**src/rtl/uart_tx_fifo.sv**
```systemverilog
// Byte FIFO feeding the UART transmitter. Issues one byte per frame and holds
// tx_data stable from issue until the transmitter reports idle again.
module uart_tx_fifo #(
    parameter int unsigned  DEPTH   = 8,
    localparam int unsigned LEVEL_W = $clog2(DEPTH) + 1
) (
    input  logic               clk,
    input  logic               rst,
    input  logic               wr_en,
    input  logic [7:0]         wr_data,
    input  logic               flush,
    input  logic               tx_en,
    output logic               full,
    output logic               empty,
    output logic [LEVEL_W-1:0] level,
    output logic               overflow,
    output logic               tx_data_valid,
    output logic [7:0]         tx_data,
    input  logic               tx_busy
);

    localparam int unsigned PTR_W = $clog2(DEPTH);

    typedef enum logic [1:0] {
        StIdle,
        StWaitBusy,
        StWaitDone
    } state_e;

    state_e               state_q, state_d;
    logic [7:0]           mem [DEPTH];
    logic [PTR_W-1:0]     wr_ptr_q, rd_ptr_q;
    logic [LEVEL_W-1:0]   level_q, level_d;
    logic                 overflow_q;
    logic                 valid_q, valid_d;
    logic [7:0]           data_q, data_d;
    logic                 push, pop;

    assign full          = (level_q == LEVEL_W'(DEPTH));
    assign empty         = (level_q == '0);
    assign level         = level_q;
    assign overflow      = overflow_q;
    assign tx_data_valid = valid_q;
    assign tx_data       = data_q;

    // Flush overrides any write in the same cycle, so it also suppresses overflow.
    assign push = wr_en && !full && !flush;

    always_comb begin
        state_d = state_q;
        valid_d = valid_q;
        data_d  = data_q;
        pop     = 1'b0;
        unique case (state_q)
            StIdle: begin
                // A byte being flushed this cycle must not be issued either.
                if (tx_en && !empty && !tx_busy && !flush) begin
                    pop     = 1'b1;
                    valid_d = 1'b1;
                    data_d  = mem[rd_ptr_q];
                    state_d = StWaitBusy;
                end
            end
            StWaitBusy: begin
                if (tx_busy) begin
                    valid_d = 1'b0;
                    state_d = StWaitDone;
                end
            end
            StWaitDone: begin
                if (!tx_busy) begin
                    state_d = StIdle;
                end
            end
            default: state_d = StIdle;
        endcase
    end

    always_comb begin
        level_d = level_q;
        if (flush) begin
            level_d = '0;
        end else if (push && !pop) begin
            level_d = level_q + LEVEL_W'(1);
        end else if (pop && !push) begin
            level_d = level_q - LEVEL_W'(1);
        end
    end

    always_ff @(posedge clk) begin
        if (rst) begin
            state_q    <= StIdle;
            wr_ptr_q   <= '0;
            rd_ptr_q   <= '0;
            level_q    <= '0;
            overflow_q <= 1'b0;
            valid_q    <= 1'b0;
            data_q     <= 8'h00;
        end else begin
            state_q    <= state_d;
            level_q    <= level_d;
            overflow_q <= wr_en && full && !flush;
            valid_q    <= valid_d;
            data_q     <= data_d;
            if (flush) begin
                wr_ptr_q <= '0;
                rd_ptr_q <= '0;
            end else begin
                if (push) begin
                    wr_ptr_q <= wr_ptr_q + PTR_W'(1);
                end
                if (pop) begin
                    rd_ptr_q <= rd_ptr_q + PTR_W'(1);
                end
            end
        end
    end

    always_ff @(posedge clk) begin
        if (push) begin
            mem[wr_ptr_q] <= wr_data;
        end
    end

endmodule

```
**config.mk**
```make
export PLATFORM = sky130hd
export DESIGN_NAME = uart_tx_fifo
export DESIGN_NICKNAME = d
export VERILOG_FILES = /design/src/rtl/uart_tx_fifo.sv
export SDC_FILE = /design/constraint.sdc
export NUM_CORES = 1
export LEC_CHECK = 0
export ABC_AREA = 1
export CAP_MARGIN = 20
export CORE_ASPECT_RATIO = 2
export CORE_MARGIN = 10
export CORE_UTILIZATION = 62
export CTS_CLUSTER_SIZE = 8
export DETAILED_ROUTE_END_ITERATION = 12
export PLACE_DENSITY = 0.93
export SLEW_MARGIN = 20
export SYNTH_ARGS = -nofsm -noshare
export SYNTH_HDL_FRONTEND = slang
export SYNTH_SLANG_ARGS = --single-unit
```
**constraint.sdc**
```tcl
create_clock -name clk -period 3.4 [get_ports clk]
set_input_delay 0.68 -clock clk [delete_from_list [all_inputs] [get_ports clk]]
set_output_delay 0.68 -clock clk [all_outputs]
set_load 0.005 [all_outputs]
```
# Word level (Yosys, flattened, before mapping)
# Memory sizes are Yosys's and may differ from the RTL's. A register that Yosys moved wholly into a read port is not among the register bits.
# Index checks and enable logic that the tools add are counted.
totals:
  output_inout_bits: 16
  ff_bits: 14
  romBits: 0
  input_bits: 14
  word_cells: 53
  latch_bits: 0
  ramBits: 64
  n_memories: 1
memory_table:
  columns: ["memory", "depth", "word_bits", "read_ports", "rd_ports_with_merged_regs", "wr", "line_no", "rtl"]
  rows:
  - ["mem", 8, 8, 1, 1, 1, "31", "logic [7:0] mem [DEPTH];"]
op_classes:
  n_lt_le_gt_ge: 0
  n_mul: 0
  add_sub_neg: 4
  div_mod_pow: 0
  eq_ne: 6
  n_reduce_logical: 23
  shifts: 0
  mux: 13
  bitwise: 0
op_table:
  columns: ["op", "n"]
  rows:
  - ["logical AND 1 bit", 9]
  - ["2-to-1 mux 4 bit", 2]
  - ["adder 3 x 1 -> 3 bit, second input constant", 2]
  - ["zero test 1 bit", 6]
  - ["2-to-1 mux 1 bit", 6]
  - ["2-to-1 mux 2 bit", 3]
  - ["inequality test 2 bit, second input constant", 3]
  - ["case mux 2 bit (3 select lines)", 1]
  - ["AND reduction 3 bit", 2]
  - ["adder 4 x 1 -> 4 bit, second input constant", 1]
  - ["== test 4 bit, second input constant", 1]
  - ["zero test 4 bit", 1]
  - ["nonzero test 2 bit", 2]
  - ["subtractor 4 x 1 -> 4 bit, second input constant", 1]
  - ["== test 2 x 1 -> 1 bit, second input constant", 1]
  - ["== test 2 bit, second input constant", 1]
  - ["zero test 2 bit", 1]
  - ["case mux 1 bit (2 select lines)", 1]
  - ["AND reduction 2 bit", 1]
  - ["OR reduction 2 bit", 1]

# Longest topological paths before layout
depth:
  word_depth: 10
  ltp_mapped: 14
  mapped_depth_nobuf: 13

# Least setup slack after synthesis
# Ideal clock, no wire load.
synth_path:
  kind: "input to register"
  start: "input port flush"
  end: "register level_q[3] (netlist: level[3])"
  cell_stages: 14
  n_path_buf: 1
  setup_ns: 0.121
  t_arrival_ns: 2.107
  setup_slack_ns: 1.172
  t_required_ns: 3.279
  path_cell_list: "inv_2 > nand2_1 > nor2_2 > nand3_4 > buf_6 > ha_1 > inv_1 > ha_1 > a21oi_1 > nand2_1 > nand2_1 > nand2_1 > nand2_1 > a21oi_1"
synth_via:
  elab_chain_len: 7
  word_cells_on_any_way: 12
  classes_between: "3 x mux; 9 x reduce/logical"
synth_rtl:
  columns: ["item", "line_no", "rtl"]
  rows:
  - ["start: declaration", "11", "input logic flush,"]
  - ["zero test 1 bit", "47, 57", null]
  - ["logical AND 1 bit", "57", "if (tx_en && !empty && !tx_busy && !flush) begin"]
  - ["2-to-1 mux 1 bit", "57", null]
  - ["2-to-1 mux 1 bit", "54", "unique case (state_q)"]
  - ["zero test 1 bit", "83", "end else if (push && !pop) begin"]
  - ["logical AND 1 bit", "83", null]
  - ["2-to-1 mux 4 bit / nonzero test 2 bit (equally long branches)", null, null]
  - ["end signal: assignment", "101", "level_q <= level_d;"]
  - ["end: declaration", "33", "logic [LEVEL_W-1:0] level_q, level_d;"]
# Several ways; a longest one is shown, not always the timed one.
# A chain may end at the register's enable or synchronous reset.

# Worst setup path in the final report
# Same ends and word-level chain as after synthesis.

==> run_results.csv <==
group,metric,value,unit
grt,grt_pass1_vias,2775,
yosys,syn-num-nets,404,
route,drc_errors,0,
floorplanning,coreArea,5960,um^2
placed_design,dp_hpwl,5.31,mm
power_and_ir_drop,vdd_drop_max,0.000625,V
sta,maxSlewHeadroom,35.4,%
yosys,synth_warnings,0,
route,viasPerCell,5.68,
power_and_ir_drop,intPower,1.76,mW
power_and_ir_drop,power_leakage,1.81,nW
floorplanning,initial_core_util,63.6,%
sta,worst_slew_pin_slew,0.968,ns
layout,finalInstanceArea,4390,um^2
sta,fin_crit,2.71,ns
layout,n_antenna_cell,0,
route,wl_met3,558,um
route,routed-via-count,2765,
yosys,syn_area,3790,um^2
critical_path,cp_max_fo,17,
clock_network,cts.repair.resized,0,
route,topRoutingLayerUsed,"met4",
layout,final_cell_mix,"109 x nand2_1, 64 x edfxtp_1, 62 x inv_1",
sta,worst_slack,0.690,ns
placed_design,placed_cells,471,
layout,final_common_cell,"nand2_1",
placed_design,port_buffers,29,
power_and_ir_drop,power_frac_comb,5.3,%
yosys,ys_types,26,
floorplanning,ios,30,
yosys,ys_seq_elements,86,
clock_network,clk_path_buf_depth,2,
power_and_ir_drop,p_sw,0.434,mW
route,wl_per_cell,17.6,um
grt,grt_overflow_total,0,
grt,grt_pass1_wl,13.5,mm
clock_network,clkSinkCount,86,
clock_network,cts_buffers,9,
grt,grt_max_degree,35,
placed_design,place.gp.congestion,0.883,
floorplanning,rows,40,
power_and_ir_drop,p_sw_share,19.8,%
sta,finalHoldViolCount,0,
placed_design,place_ws,0.456,ns
layout,final_nets,439,
route,first_pass_iters,6,
power_and_ir_drop,power,2.19,mW
sta,fin_tns_setup,0,ns
critical_path,cp.arrival,2.92,ns
sta,fmax,369,MHz
clock_network,cts_tree,"built",
layout,synthToLayoutAreaGrowth,15.9,%
sta,finClkSkew,0.0104,ns
critical_path,path_class,"input pin to flip-flop",
grt,track_usage,18.7,%
yosys,avgSynthCellArea,9.87,um^2
power_and_ir_drop,power.density,499,nW/um^2
critical_path,endpoint_kind,"flip-flop",
route,wl_met1,3.07,mm
critical_path,startpoint_type,"input pin",
layout,drive_above_1_share,8.25,%
grt,antenna_found_initial,0,
critical_path,worstPathRequired,3.61,ns
route,dr_wl_met2,4.62,mm
yosys,seq_area_frac_synth,62.4,%
run,maxCapViolCount,0,
placed_design,postPlaceCellArea,4110,um^2
sta,final-setup-viol-count,0,
floorplanning,dieArea,9830,um^2
clock_network,postCtsHoldBufs,0,
route,drt-total-wl,8.57,mm
min_path,hp-class,"flip-flop to flip-flop",
sta,slew_viol_final,0,
route,drtAntennaViolNets,0,
sta,finalCritPeriodShare,79.7,%
clock_network,clockRootBuffer,"clkbuf_16",
route,drtIter0Drc,281,
clock_network,htreeDepth,3,
floorplanning,die_w,75.3,um
clock_network,clk_latency,0.34,ns
run_status,outcome,"finished, final reports clean",
clock_network,path_clk_slew,0.06,ns
floorplanning,die_h,131,um
layout,fin_cells,487,
yosys,synthCells,384,
clock_network,cts_setup_buffers,0,
sta,rsz0062_at_grt,"no",
power_and_ir_drop,power.share.clock,42.3,%
power_and_ir_drop,p_seq_share,52.4,%
-- cells by family (layout without fill, tap and decap cells) --
group | count (synthesis) | in the layout | synth area share [%]
XOR/XNOR | 5 | 5 | 1.16
flip-flops | 86 | 86 | 62.4
AO/OA/AOI/OAI | 25 | 25 | 3.80
adder cells (fa/ha/maj) | 6 | 6 | 2.18
AND/OR/NAND/NOR | 183 | 183 | 21.0
buffers and inverters | 79 | 119 | 9.54
-- layer usage --
| layer | GRT usage, % | up-vias |
|---|---|---|
| li1 | - | 1303 |
| met1 | 19.4 | 1293 |
| met2 | 32.6 | 134 |
| met3 | 5.06 | 35 |
| met4 | 10.7 | 0 |
| met5 | 0 | - |
-- power by group through the flow --
stage | Sequential, mW | Clock (mW) | Combinational [mW]
finish | 1.15 | 0.926 | 0.116
global route | 1.15 | 0.987 | 0.128
detailed placement | 1.17 | 0 | 0.113
floorplan | 1.17 | 0 | 0.0601
global placement | 1.17 | 0 | 0.109
CTS | 1.15 | 0.932 | 0.115
-- through the flow --
stage | util, % | hold slack, ns
4_1_cts | 73.7 | 0.465
6_report | 73.7 | 0.462
3_5_place_dp | 69.0 | 0.455
5_1_grt | 73.7 | 0.489
3_3_place_gp | 69.0 | 0.451
2_1_floorplan | - | 0.455
-- worst paths after layout --
kind | startpoint | end | slack [ns] | cells after the start
worst max-delay path | flush | level[3] | 0.69 | 14
worst min-delay path | tx_data[1] | tx_data[1] | 0.46 | 2
worst max register to register | level[0] | level[3] | 1.16 | 12
worst min register to register | tx_data[1] | tx_data[1] | 0.46 | 2
-- flip-flops by register name, indices dropped and copies added, names as in the netlist --
register	flops
level	4
mem	64
overflow	1
rd_ptr_q	3
state_q	2
tx_data	8
tx_data_valid	1
wr_ptr_q	3
-- cell usage after synthesis (all sizes together) --
cell type  number  share of area (%)
nor2           17                2.0
inv            64                6.5
nand2         112                 11
xor2            4               0.92
edfxtp         64                 51
buf            12                2.7
clkinv          2               0.26
nand3b          1               0.20
fa              1               0.53
nand3          53                7.5
xnor2           1               0.23
a21oi          21                3.3
o21ai           4               0.53
clkbuf          1              0.099
ha              5                1.7
dfxtp          22                 12
-- cell type report --
| type | count | area (um^2) |
|---|---|---|
| multi-input cells | 219 | 1060 |
| fillers | 384 | 1570 |
| clock inverters | 2 | 33.8 |
| repair buffers | 37 | 350 |
| flip-flops and latches | 86 | 2360 |
| clock buffers | 14 | 244 |
| well taps | 63 | 78.8 |
| inverters | 66 | 255 |
-- worst max-delay path, cell delays in order --
cell and delay, ns:
clkdlybuf4s50_1 0.53, inv_2 0.08, nand2_1 0.06, nor2_2 0.12
nand3_4 0.22, ha_1 0.30, inv_1 0.12, ha_1 0.28
a21oi_1 0.21, nand2_1 0.08, nand2_1 0.07, nand2_1 0.05
nand2_1 0.07, a21oi_1 0.07
(Power assumes the default switching activity.)
